File: src/rtl/copy_n_pkg.sv
// copy_n_pkg: shared types, bounds and helpers for the copy_n fork.
//   copy_n_state_e : fork occupancy state (EMPTY / HOLD)
//   NOutMin/NOutMax: legal range of the N_OUT branch count
//   copy_n_out_w() : output width that holds a fully shifted copy without loss
package copy_n_pkg;

   typedef enum logic {
      EMPTY = 1'b0,
      HOLD  = 1'b1
   } copy_n_state_e;

   localparam int unsigned NOutMin = 2;
   localparam int unsigned NOutMax = 8;

   // Input width plus the largest possible shift, so no bit is ever shifted out.
   function automatic int unsigned copy_n_out_w(input int unsigned width,
                                                input int unsigned shw);
      return width + (32'd1 << shw) - 32'd1;
   endfunction

endpackage

File: src/rtl/copy_n_branch.sv
// copy_n_branch: one output branch of the copy_n fork.
// Owns the branch's done bit, its valid term and the left shifter that forms the copy.
// Ports:
//   clk, rst_n   : clock, asynchronous active-low reset
//   full_i       : a token is held by the fork
//   clr_i        : clear the done bit (new token accepted or token retired)
//   data_i       : held token data
//   shamt_i      : held shift amount for this branch
//   out_ready_i  : consumer ready
//   out_valid_o  : copy available and not yet taken
//   out_data_o   : zero-extended, left-shifted copy
//   done_nxt_o   : done bit including a transfer happening this cycle
module copy_n_branch
   import copy_n_pkg::*;
#(
   parameter int unsigned WIDTH = 8,
   parameter int unsigned SHW   = 2,
   parameter int unsigned OUT_W = copy_n_out_w(WIDTH, SHW)
) (
   input  logic             clk,
   input  logic             rst_n,
   input  logic             full_i,
   input  logic             clr_i,
   input  logic [WIDTH-1:0] data_i,
   input  logic [SHW-1:0]   shamt_i,
   input  logic             out_ready_i,
   output logic             out_valid_o,
   output logic [OUT_W-1:0] out_data_o,
   output logic             done_nxt_o
);

   logic done_q, done_d;

   always_comb begin
      out_valid_o = full_i && !done_q;
      done_nxt_o  = done_q || (out_valid_o && out_ready_i);
      done_d      = clr_i ? 1'b0 : done_nxt_o;
   end

   always_ff @(posedge clk or negedge rst_n) begin
      if (!rst_n) begin
         done_q <= 1'b0;
      end else begin
         done_q <= done_d;
      end
   end

   // Headroom bits above the data absorb the shift, so the copy is never truncated.
   always_comb begin
      out_data_o = {{(OUT_W - WIDTH){1'b0}}, data_i} << shamt_i;
   end

endmodule

File: src/rtl/copy_n.sv
// copy_n: registered N-way eager fork. Accepts one token on a valid/ready input and
// delivers a left-shifted copy to each of N_OUT branches; branches complete independently
// and the next token is accepted in the cycle the last outstanding branch transfers.
// Ports:
//   clk, rst_n   : clock, asynchronous active-low reset
//   in_valid_i   : input token offered
//   in_ready_o   : input token accepted when in_valid_i && in_ready_o
//   in_data_i    : input token
//   in_shamt_i   : per-branch shift amounts, branch k at [k*SHW +: SHW]
//   out_valid_o  : branch k holds an undelivered copy
//   out_ready_i  : branch k consumer ready
//   out_data_o   : branch k copy at [k*OUT_W +: OUT_W]
//   tok_cnt_o    : accepted-token counter, wraps at 16 bits (only with COPY_N_TOKCNT_EN)
// Configuration macro: COPY_N_TOKCNT_EN adds the tok_cnt_o counter.
module copy_n
   import copy_n_pkg::*;
#(
   parameter int unsigned WIDTH = 8,
   parameter int unsigned N_OUT = 2,
   parameter int unsigned SHW   = 2,
   parameter int unsigned OUT_W = copy_n_out_w(WIDTH, SHW)
) (
   input  logic                   clk,
   input  logic                   rst_n,
   input  logic                   in_valid_i,
   output logic                   in_ready_o,
   input  logic [WIDTH-1:0]       in_data_i,
   input  logic [N_OUT*SHW-1:0]   in_shamt_i,
   output logic [N_OUT-1:0]       out_valid_o,
   input  logic [N_OUT-1:0]       out_ready_i,
   output logic [N_OUT*OUT_W-1:0] out_data_o
`ifdef COPY_N_TOKCNT_EN
   ,
   output logic [15:0]            tok_cnt_o
`endif
);

   if ((N_OUT < NOutMin) || (N_OUT > NOutMax)) begin : gen_n_out_check
      $error("copy_n: N_OUT out of legal range");
   end

   copy_n_state_e state_q, state_d;

   logic [WIDTH-1:0]     data_q, data_d;
   logic [N_OUT*SHW-1:0] shamt_q, shamt_d;
   logic [N_OUT-1:0]     done_nxt;
   logic                 full;
   logic                 retire;
   logic                 accept;
   logic                 clr_done;

   // Output decode. retire looks at this cycle's transfers, so out_ready_i reaches
   // in_ready_o combinationally; that is what allows back-to-back tokens.
   always_comb begin
      full       = (state_q == HOLD);
      retire     = full && (&done_nxt);
      in_ready_o = !full || retire;
      accept     = in_valid_i && in_ready_o;
      clr_done   = accept || retire;
   end

   // Next state: accept wins over retire so a same-cycle handover stays in HOLD.
   always_comb begin
      state_d = state_q;
      unique case (state_q)
         EMPTY: begin
            if (accept) state_d = HOLD;
         end
         HOLD: begin
            if (accept) begin
               state_d = HOLD;
            end else if (retire) begin
               state_d = EMPTY;
            end
         end
         default: state_d = EMPTY;
      endcase
   end

   always_ff @(posedge clk or negedge rst_n) begin
      if (!rst_n) begin
         state_q <= EMPTY;
      end else begin
         state_q <= state_d;
      end
   end

   always_comb begin
      data_d  = accept ? in_data_i  : data_q;
      shamt_d = accept ? in_shamt_i : shamt_q;
   end

   always_ff @(posedge clk or negedge rst_n) begin
      if (!rst_n) begin
         data_q  <= '0;
         shamt_q <= '0;
      end else begin
         data_q  <= data_d;
         shamt_q <= shamt_d;
      end
   end

   for (genvar k = 0; k < N_OUT; k++) begin : gen_branch
      copy_n_branch #(
         .WIDTH (WIDTH),
         .SHW   (SHW),
         .OUT_W (OUT_W)
      ) u_branch (
         .clk         (clk),
         .rst_n       (rst_n),
         .full_i      (full),
         .clr_i       (clr_done),
         .data_i      (data_q),
         .shamt_i     (shamt_q[k*SHW +: SHW]),
         .out_ready_i (out_ready_i[k]),
         .out_valid_o (out_valid_o[k]),
         .out_data_o  (out_data_o[k*OUT_W +: OUT_W]),
         .done_nxt_o  (done_nxt[k])
      );
   end

`ifdef COPY_N_TOKCNT_EN
   logic [15:0] tok_cnt_q, tok_cnt_d;

   always_comb begin
      tok_cnt_d = tok_cnt_q + 16'(accept);
   end

   always_ff @(posedge clk or negedge rst_n) begin
      if (!rst_n) begin
         tok_cnt_q <= '0;
      end else begin
         tok_cnt_q <= tok_cnt_d;
      end
   end

   assign tok_cnt_o = tok_cnt_q;
`endif

endmodule

File: config.mk
export PLATFORM = sky130hd
export DESIGN_NAME = copy_n
export DESIGN_NICKNAME = d
export VERILOG_FILES = /design/src/rtl/copy_n_pkg.sv /design/src/rtl/copy_n_branch.sv /design/src/rtl/copy_n.sv
export SDC_FILE = /design/constraint.sdc
export NUM_CORES = 1
export LEC_CHECK = 0
export ABC_AREA = 1
export CORE_MARGIN = 10
export CORE_UTILIZATION = 39
export DETAILED_ROUTE_END_ITERATION = 12
export GPL_ROUTABILITY_DRIVEN = 0
export HOLD_SLACK_MARGIN = 0.05
export PLACE_DENSITY_LB_ADDON = 0.2
export SLEW_MARGIN = 10
export SYNTH_ARGS = -nofsm -noshare
export SYNTH_HDL_FRONTEND = slang
export SYNTH_SLANG_ARGS = --single-unit
File: constraint.sdc
create_clock -name clk -period 1.7 [get_ports clk]
set_input_delay 0.51 -clock clk [delete_from_list [all_inputs] [get_ports clk]]
set_output_delay 0.51 -clock clk [all_outputs]
set_load 0.01 [all_outputs]
# Word-level counts from Yosys, hierarchy flattened
# Index checks and enable logic that the tools add are counted.
# totals
word_cells	28
register_bits	15
output_inout_bits	25
in_bits	17
# classes
reduce_logical	14
bitwise	1
mux	6
n_shift	2
# op_table
operator	count
$shl A8 B2 Y11	2
$logic_and A1 B1 Y1	6
$mux W1	5
$logic_or A1 B1 Y1	4
$logic_not A1 Y1	3
$pmux W1 S2	1
$reduce_and A2 Y1	1
$not A1 Y1	1

# Logic depth before layout (Yosys ltp)
# Gate-level depths: netlist (run 1).
# depth
word_depth	10
depth_mapped	8
ltp_nobuf	7

# Hierarchy
# Synthesis (run 1) repeated with hierarchy kept, for this count alone.
# hier_totals
cells_unflattened	179
hier_area_um2	1189.9
# modules_own_cells
module	area_each_um2	seq_area_each_um2	instances	cells_each
copy_n_branch	312.8	25.0	2	60
copy_n	564.3	325.3	1	59

# Least setup slack after synthesis (run 1)
# No wires, ideal clock.
# synth_timing
path_kind	register -> output
from	register shamt_q[2]
to	output port out_data_o[17]
path_stages_with_launch	6
arrival_time_ns	1.028
required_ns	1.190
setup_slack_ns	0.162
path_buffers	2
path_cell_list	dfrtp_1 buf_2 buf_2 nand2_1 o21ai_0 mux2i_1
# synth_between
elab_chain_len	1
# synth_lines
element	line	rtl
start, declared	copy_n.sv:45	logic [N_OUT*SHW-1:0] shamt_q, shamt_d;
start signal, assigned	copy_n.sv:99	shamt_q <= shamt_d;
$shl A8 B2 Y11	copy_n_branch.sv:50	out_data_o = {{(OUT_W - WIDTH){1'b0}}, data_i} << shamt_i;
end, declared	copy_n.sv:31	output logic [N_OUT*OUT_W-1:0] out_data_o
# No other way between the ends.

# Worst setup path in the final report (run 1)
# layout_timing
from	register shamt_q[0]
to	output port out_data_o[5]
# Same word-level chain as after synthesis.

==> results of run 1 <==
[power by group]
| part | switching [mW] | leakage [nW] | internal [mW] |
|---|---|---|---|
| clock | 0.118 | 0.0177 | 0.0876 |
| combinational | 1.69 | 0.729 | 1.48 |
| sequential | 0.255 | 0.179 | 0.538 |
| total | 2.06 | 0.925 | 2.11 |
[sequential cells by signal (all words and copies together) (netlist names)]
register,count
data_q,8
shamt_q,4
gen_branch.u_branch.done_q,2
full,1
[worst max-delay path: cells and delay by family (launching register included)]
family	cells	cell delay [ns]
flip-flops	1	0.44
AO/OA/AOI/OAI	2	0.20
buffers and inverters	3	0.42
AND/OR/NAND/NOR	1	0.08
[worst paths after layout]
check                           slack (ns)  cells after the start              startpoint                                 endpoint
worst max-delay path                 -0.24                      6  shamt_q[0]$_DFFE_PN0P_                            out_data_o[5]
worst min-delay path                  0.51                      2                   rst_n  gen_branch[1].u_branch.done_q$_DFF_PN0_
worst max register to register        0.15                     11          full$_DFF_PN0_  gen_branch[1].u_branch.done_q$_DFF_PN0_
worst min register to register        0.52                      2   data_q[3]$_DFFE_PN0P_                    data_q[3]$_DFFE_PN0P_
max in group asynchronous             0.99                      2                   rst_n                   shamt_q[0]$_DFFE_PN0P_
min in group clk                      0.52                      2   data_q[3]$_DFFE_PN0P_                    data_q[3]$_DFFE_PN0P_
[placed cells by master, fill, tap and decap left out, types with 4 or more instances in the layout]
cell type	instances
buf_2	22
buf_4	18
buf_6	9
clkdlybuf4s50_1	14
dfrtp_1	10
dfrtp_2	5
inv_1	8
inv_2	4
mux2i_1	6
nand2_1	32
nand2_2	15
nand2_4	7
nand3_1	12
nor2_1	9
o21ai_1	7
o21ai_2	11
o21ai_4	4
[stage by stage]
step | TNS [ns] | setup WS (ns) | total power [mW] | utilization [%] | hold slack, ns
after detailed placement | -9.22 | -0.588 | 3.15 | 60.2 | 0.466
final | -2.89 | -0.237 | 4.17 | 73.4 | 0.513
after floorplan | 0 | 0.162 | 1.92 | - | 0.214
after global placement | -8.35 | -0.592 | 3.09 | 60.2 | 0.457
after global routing | -4.65 | -0.309 | 4.49 | 73.4 | 0.520
after CTS | -2.33 | -0.184 | 3.69 | 67.5 | 0.492
[layout make-up]
type	count	area, um2	area share (%)
clock buffer	3	22.5	1.24
clock inverter	1	5.00	0.275
inverter	13	51.3	2.82
multi-input combinational	112	723	39.8
sequential	15	382	21.0
tap	30	37.5	2.06
timing repair buffer	71	598	32.9
[per-layer routing]
metal  up-vias  track usage (%)
li1        612                -
met1       594             12.5
met2        40             23.9
met3        13             4.46
met4         0             9.46
met5         -                0
[logic make-up after synthesis]
logic type / count (synthesis) / share of synthesized area [%]
AOI/OAI and AO/OA: 24 / 11.9
buffers and inverters: 24 / 11.7
DFF: 15 / 37.3
muxes: 6 / 5.97
and+or+nand+nor: 82 / 33.1
[what timing repair did]
action,4_1_cts,5_1_grt
cloned,0,1
pin swaps,14,15
gates resized for setup,167,35
buffers inserted,15,1
endpoints found under the setup margin,25,26
==> reports/metrics.csv, run 1 <==
stage,metric,value,unit
die,die_x,70.8,um
logic_synthesis,ys_seq_area_share,37.3,%
clock_network,clk_pin_slew,0.09,ns
placed_design,dp_hpwl,2.30,mm
sta,hold_viol_final,0,
logic_synthesis,synth-seq-cells,15,
die,boundaryPins,42,
logic_synthesis,synth.most_common_cell,nand2_1,
routing,route.met3.wl,216,um
critical_path,cp-start-kind,flip-flop,
logic_synthesis,synth_ff_type,dfrtp_1,
placed_design,dpl_cell_area,1490,um2
critical_path,cp_common_cell,buf_6,
routing,dr.pass1.iters,4,
finish,area_growth,80.8,%
critical_path,cp.required,1.19,ns
clock_network,cts_max_level,1,
clock_network,cts_tree,done,
routing,dr.max_layer_used,met4,
critical_path,path_cells,buf_6 > buf_6 > o21ai_4 > nand2_1 > o21ai_1 > buf_2,
routing,ant_nets,0,
finish,finalNetCount,233,
global_routing,grt_start_max_net_pins,16,
routing,wire_per_inst,15.2,um
global_routing,antenna_found_initial,0,
sta,period_share,114,%
logic_synthesis,synth.cell_area,1010,um2
power,p_leak,0.925,nW
logic_synthesis,async_flop_share,100,%
routing,drc,0,
sta,timing.fmax,516,MHz
min_path,worstHoldPathType,input port to asynchronous set/reset pin,
global_routing,grt_pass1_wl,5.70,mm
critical_path,path_class,flip-flop to output port,
global_routing,first_global_vias,1295,
sta,finalCriticalPeriod,1.94,ns
finish,final_layout_size_suffix_gt1_share,51.6,%
clock_network,cts_buffers,3,
routing,drt_iter0_markers,52,
finish,num_antenna_cells,0,
logic_synthesis,synthTopCellsByArea,"dfrtp_1 37%, nand2_1 19%, o21ai_0 12%, nand3_1 7.0%, mux2i_1 6.0%",
routing,vias_per_cell,5.14,
sta,drv_slew,0,
sta,relSlewSlack,78.2,%
logic_synthesis,synth_commonest_cells,"52 x nand2_1, 24 x o21ai_0, 15 x dfrtp_1, 14 x nand3_1, 13 x inv_1",
sta,rsz0062_at_grt,yes,
logic_synthesis,synth_top_area_share,37.3,%
critical_path,cpPeakStageDelay,0.44,ns
critical_path,end_kind,output port,
logic_synthesis,synthesis.nets,168,
logic_synthesis,synthDistinctLibCells,12,
logic_synthesis,synth.avg_cell_area,6.66,um2
power,ir_drop,1.37,mV
sta,tightest_slew,0.323,ns
outcome,violations,setup timing,
finish,fillers,191,
critical_path,path_max_fanout,3,
sta,worst_slack,-0.237,ns
routing,wl_met2,1.97,mm
die,die_y,70.8,um
routing,num_vias,1259,
die,die_area,5010,um2
placed_design,place_inst,225,
outcome,outcome,"complete, but fails checks",
logic_synthesis,yosys_warnings,0,
logic_synthesis,synth_top_area_cell,dfrtp_1,
clock_network,clock-sinks,15,
clock_network,clockBufferDepth,2,
routing,wl_met1,1.43,mm
routing,routed_wl,3.72,mm
die,coreArea,2480,um2
finish,stdcell_count,245,
global_routing,gr-total-overflow,0,
die,start_util,40.6,%
die,rows,18,
critical_path,cp.arrival,1.43,ns
critical_path,slowest_stage,dfrtp_2,
global_routing,groute.usage.overall,13.4,%
finish,final_cell_area,1820,um2
sta,setup_viol,23,
clock_network,clock_latency,0.29,ns
flow_run,max_cap_violations,0,
logic_synthesis,synth-edff-count,0,
power,power_density,2290,nW/um2
logic_synthesis,syn_inst,151,
clock_network,hold_buffers,0,
sta,skew,0.00734,ns
clock_network,root_buffer,clkbuf_4,
placed_design,io_buffers,41,
(Power assumes the default switching activity.)
==> run 2: changes to the inputs <==
- CTS_BUF_LIST: unset -> sky130_fd_sc_hd__clkbuf_16
==> run 2 against run 1 <==
Compared with the run above:
- the flow still finishes with violations (setup timing)
- global-route usage down 0.11 points
- count of clock-buffer cells in the layout unchanged
- sequential power grew 4.5%
- non-clock buffer count increased by 4
- highest routed layer unchanged
==> reports/metrics.csv, run 2 (same netlist as run 1, synthesis figures left out) <==
stage,metric,value,unit
outcome,outcome,"complete, but fails checks",
outcome,violations,setup timing,
clock_network,root_buffer,clkbuf_16,
finish,largest_reg_flops,8,
die,start_util,40.6,%
critical_path,cp-start-kind,flip-flop,
power,power.switching,2.08,mW
finish,reg_top3,"data_q: 8 flops, shamt_q: 4 flops, gen_branch.u_branch.done_q: 2 flops",
flow_run,max_cap_violations,0,
placed_design,io_buffers,41,
sta,finalCriticalPeriod,1.86,ns
clock_network,cts_tree,done,
critical_path,cp.required,1.19,ns
min_path,worstHoldPathType,flip-flop to flip-flop,
die,die_area,5010,um2
sta,setup_viol,18,
finish,area_growth,85.1,%
power,p_leak,0.946,nW
critical_path,path_max_fanout,7,
sta,drv_slew,0,
finish,final_cell_area,1860,um2
global_routing,first_global_vias,1242,
sta,timing.fmax,538,MHz
sta,relSlewSlack,79.8,%
routing,ant_nets,0,
power,p_clk_share,10.1,%
finish,layout_commonest_cell,nand2_1,
die,coreArea,2480,um2
global_routing,gr-total-overflow,0,
routing,dr.pass1.iters,4,
finish,num_antenna_cells,0,
critical_path,path_class,flip-flop to output port,
die,die_x,70.8,um
sta,period_share,109,%
die,boundaryPins,42,
finish,layout_common_cells,"38 x nand2_1, 24 x buf_4, 22 x buf_2",
power,power_density,2370,nW/um2
clock_network,clk_pin_slew,0.05,ns
global_routing,grt_pass1_wl,5.71,mm
routing,vias_per_cell,5.00,
clock_network,cts_buffers,3,
finish,finalNetCount,237,
global_routing,antenna_found_initial,0,
finish,top_register,data_q,
sta,worst_slack,-0.160,ns
placed_design,dp_hpwl,2.30,mm
power,seqPwrFrac,18.8,%
power,p_total,4.41,mW
routing,drc,0,
power,comb_power_share,71.1,%
sta,rsz0062_at_grt,yes,
critical_path,end_kind,output port,
routing,wire_per_inst,15.2,um
routing,drt_iter0_markers,100,
sta,tightest_slew,0.300,ns
clock_network,clock-sinks,15,
clock_network,clock_latency,0.24,ns
clock_network,hold_buffers,0,
routing,routed_wl,3.78,mm
critical_path,cp.arrival,1.35,ns
power,ir_drop,1.43,mV
global_routing,grt_start_max_net_pins,16,
power,p_sw_share,47.1,%
sta,skew,0.00104,ns
placed_design,dpl_cell_area,1490,um2
power,power.internal,2.33,mW
die,die_y,70.8,um
die,rows,18,
global_routing,groute.usage.overall,13.3,%
clock_network,clockBufferDepth,2,
sta,hold_viol_final,0,
finish,final_layout_size_suffix_gt1_share,49.3,%
clock_network,cts_max_level,1,
routing,num_vias,1246,
==> run 2: cell types whose count changed in the layout (fill, tap and decap cells not counted), moves of 4 or more <==
cell / previous run / this run
buf_4: 18 / 24
nand2_1: 32 / 38
nand2_2: 15 / 11
o21ai_2: 11 / 7
==> run 2: metrics by stage <==
| stage | TNS, ns | utilization [%] | hold slack [ns] | instances | setup slack (ns) |
|---|---|---|---|---|---|
| finish | -1.70 | 75.2 | 0.483 | 249 | -0.160 |
| global route | -2.93 | 75.2 | 0.511 | 249 | -0.218 |
| CTS | -0.429 | 69.1 | 0.481 | 243 | -0.107 |
| detailed placement | -9.22 | 60.2 | 0.466 | 225 | -0.588 |
| global placement | -8.35 | 60.2 | 0.457 | 225 | -0.592 |
| floorplan | 0 | - | 0.214 | 151 | 0.162 |
==> run 2: power by group through the flow <==
stage	Combinational [mW]	Clock, mW	Sequential [mW]
finish	3.14	0.445	0.829
global route	3.39	0.470	0.854
CTS	2.71	0.453	0.758
detailed placement	2.39	0	0.758
global placement	2.34	0	0.748
floorplan	1.29	0	0.626
==> run 2: area by class of cell <==
class / count / area [um2]
inverters: 13 / 48.8
multi-input cells: 112 / 712
flip-flops and latches: 15 / 385
clock buffers: 3 / 75.1
well taps: 30 / 37.5
repair buffers: 75 / 598
clock inverters: 1 / 5.00
fillers: 193 / 616
==> run 2: timing repair <==
action,4_1_cts,5_1_grt
buffers inserted,14,6
setup endpoints to repair,25,25
gates resized for setup,173,26
pin swaps,19,10
==> run 2: layer usage <==
layer / GRT usage, % / wire [um]
met5: 0 / 0
met4: 7.31 / 76
met3: 4.32 / 225
met2: 23.7 / 1990
met1: 13.2 / 1490
==> run 2: worst max-delay path, cell delays in order (launching register included) <==
cell and delay (ns):
dfrtp_2 0.44, buf_8 0.14, buf_6 0.11, nand2_4 0.04, o21ai_2 0.05, nand2_1 0.08, o21ai_1 0.09, buf_2 0.15
==> run 2: final timing paths <==
check | from | to | slack, ns | cells after the start
setup / recovery | shamt_q[2]$_DFFE_PN0P_ | out_data_o[16] | -0.16 | 7
hold reg to reg | data_q[3]$_DFFE_PN0P_ | data_q[3]$_DFFE_PN0P_ | 0.48 | 2
min in group asynchronous | rst_n | gen_branch[1].u_branch.done_q$_DFF_PN0_ | 0.58 | 2
max in group asynchronous | rst_n | data_q[5]$_DFFE_PN0P_ | 0.93 | 2
setup reg to reg | full$_DFF_PN0_ | gen_branch[1].u_branch.done_q$_DFF_PN0_ | 0.10 | 11
hold / removal | data_q[3]$_DFFE_PN0P_ | data_q[3]$_DFFE_PN0P_ | 0.48 | 2
==> run 3: changes to the inputs <==
- CORE_MARGIN: 10 -> unset
==> run 3 against run 2 <==
Compared with the run above:
- non-clock buffer count shrank 5
- highest routed layer unchanged
- the run still ends with setup timing left
- worst hold slack improved by 0.038 ns
- setup slack better by 0.072 ns
==> reports/metrics.csv, run 3 (same netlist as run 1, synthesis figures left out) <==
stage,metric,value,unit
sta,timing.fmax,559,MHz
finish,final_layout_size_suffix_gt1_share,42.1,%
global_routing,first_global_vias,1227,
critical_path,cp_common_cell,buf_6,
sta,finalCriticalPeriod,1.79,ns
clock_network,cts_max_level,1,
routing,num_vias,1245,
critical_path,cp.required,1.19,ns
finish,num_antenna_cells,0,
critical_path,worst-path-buf-inv,3,
power,p_leak,0.900,nW
sta,tightest_slew,0.272,ns
clock_network,clock-sinks,15,
finish,finalNetCount,232,
die,die_x,52.8,um
min_path,worstHoldPathType,flip-flop to flip-flop,
placed_design,io_buffers,41,
clock_network,root_buffer,clkbuf_16,
critical_path,r2r_slack,0.28,ns
finish,reg_top3,"data_q: 8 flops, shamt_q: 4 flops, gen_branch.u_branch.done_q: 2 flops",
finish,top_register,data_q,
placed_design,place_inst,226,
global_routing,grt_pass1_wl,5.20,mm
sta,tns,-0.699,ns
die,boundaryPins,42,
critical_path,cpPeakStageDelay,0.41,ns
sta,period_share,105,%
finish,layout_common_cells,"42 x nand2_1, 22 x buf_2, 18 x buf_4",
routing,drt_iter0_markers,25,
finish,layout_commonest_cell,nand2_1,
die,die_area,2790,um2
global_routing,gr-total-overflow,0,
routing,vias_per_cell,5.10,
critical_path,endpoint,out_data_o[7],
clock_network,cts_buffers,3,
global_routing,grt_start_max_net_pins,16,
clock_network,clk_pin_slew,0.05,ns
critical_path,path_class,flip-flop to output port,
critical_path,crit_family,flip-flops,
global_routing,groute.usage.overall,26.2,%
finish,area_growth,72.3,%
critical_path,path_cells,buf_6 > buf_6 > nand2_2 > o21ai_2 > mux2i_1 > buf_2,
clock_network,cts_tree,done,
die,coreArea,2450,um2
finish,fillers,192,
sta,hold_slack,0.521,ns
sta,hold_viol_final,0,
routing,wire_per_inst,12.8,um
power,power_density,2280,nW/um2
critical_path,cp-startpoint,shamt_q[0]$_DFFE_PN0P_,
clock_network,clock_latency,0.24,ns
finish,stdcell_count,244,
sta,skew,0.00114,ns
critical_path,rr_worst_depth,8,
finish,largest_reg_flops,8,
power,p_total,3.96,mW
clock_network,clockBufferDepth,2,
critical_path,r2r_start,full$_DFF_PN0_,
sta,drv_slew,0,
critical_path,slowest_stage,dfrtp_2,
critical_path,cp.arrival,1.28,ns
critical_path,reg2reg_to,full$_DFF_PN0_,
global_routing,antenna_found_initial,0,
outcome,violations,setup timing,
critical_path,end_kind,output port,
placed_design,dp_hpwl,2.05,mm
routing,ant_nets,0,
routing,drc,0,
sta,setup_viol,15,
routing,dr.pass1.iters,4,
die,start_util,41.0,%
routing,routed_wl,3.13,mm
sta,rsz0062_at_grt,yes,
clock_network,hold_buffers,0,
die,die_y,52.8,um
critical_path,cp-start-kind,flip-flop,
flow_run,max_cap_violations,0,
sta,relSlewSlack,81.7,%
critical_path,path_max_fanout,8,
sta,worst_slack,-0.0874,ns
die,rows,18,
critical_path,cp_num_cells,6,
power,ir_drop,1.38,mV
outcome,outcome,"complete, but fails checks",
-- run 3: how the worst min path moves through the flow --
stage	startpoint	to	slack, ns	cells past startpoint
final	data_q[5]$_DFFE_PN0P_	data_q[5]$_DFFE_PN0P_	0.52	2
after global routing	data_q[5]$_DFFE_PN0P_	data_q[5]$_DFFE_PN0P_	0.55	2
after CTS	data_q[0]$_DFFE_PN0P_	data_q[0]$_DFFE_PN0P_	0.51	2
after detailed placement	data_q[0]$_DFFE_PN0P_	data_q[0]$_DFFE_PN0P_	0.48	2
after global placement	data_q[0]$_DFFE_PN0P_	data_q[0]$_DFFE_PN0P_	0.46	2
after floorplan	rst_n	data_q[0]$_DFFE_PN0P_	0.21	0
-- run 3: area by class of cell --
class                           count  area (um2)  area share (%)
Tap cell                           30        37.5            2.17
Clock inverter                      1        3.75           0.217
Clock buffer                        3        75.1            4.33
Multi-Input combinational cell    112         622            35.9
Sequential cell                    15         379            21.9
Inverter                           13        51.3            2.96
Timing Repair Buffer               70         564            32.6
-- run 3: what timing repair did --
item                       in CTS  in global routing
pin swaps                      14                  7
setup endpoints to repair      25                 22
cloned                          1                  0
gates resized for setup       154                 17
buffers inserted               10                  3
-- run 3: worst min-delay path: stages (launching register included) --
cell     delay (ns)
dfrtp_1        0.37
nand2_1        0.07
nand2_1        0.05
-- run 3: routing by layer --
layer  GRT usage (%)  share of wire [%]
met3            4.06                4.7
met5               0                  0
met1            27.6                 38
met2            48.1                 54
met4            15.8                2.8
-- run 3: per-stage QoR --
stage	utilization, %	cell area (um2)	worst slack (ns)
2_1_floorplan	-	1010	0.162
3_3_place_gp	61.5	1510	-0.577
3_5_place_dp	61.5	1510	-0.618
4_1_cts	67.6	1660	-0.0758
5_1_grt	70.6	1730	-0.132
6_report	70.6	1730	-0.0874
-- run 3: power breakdown --
part	switching, mW	leakage (nW)	internal (mW)
clock network	0.139	0.0423	0.311
registers	0.225	0.181	0.536
logic	1.45	0.676	1.30
total	1.81	0.900	2.14
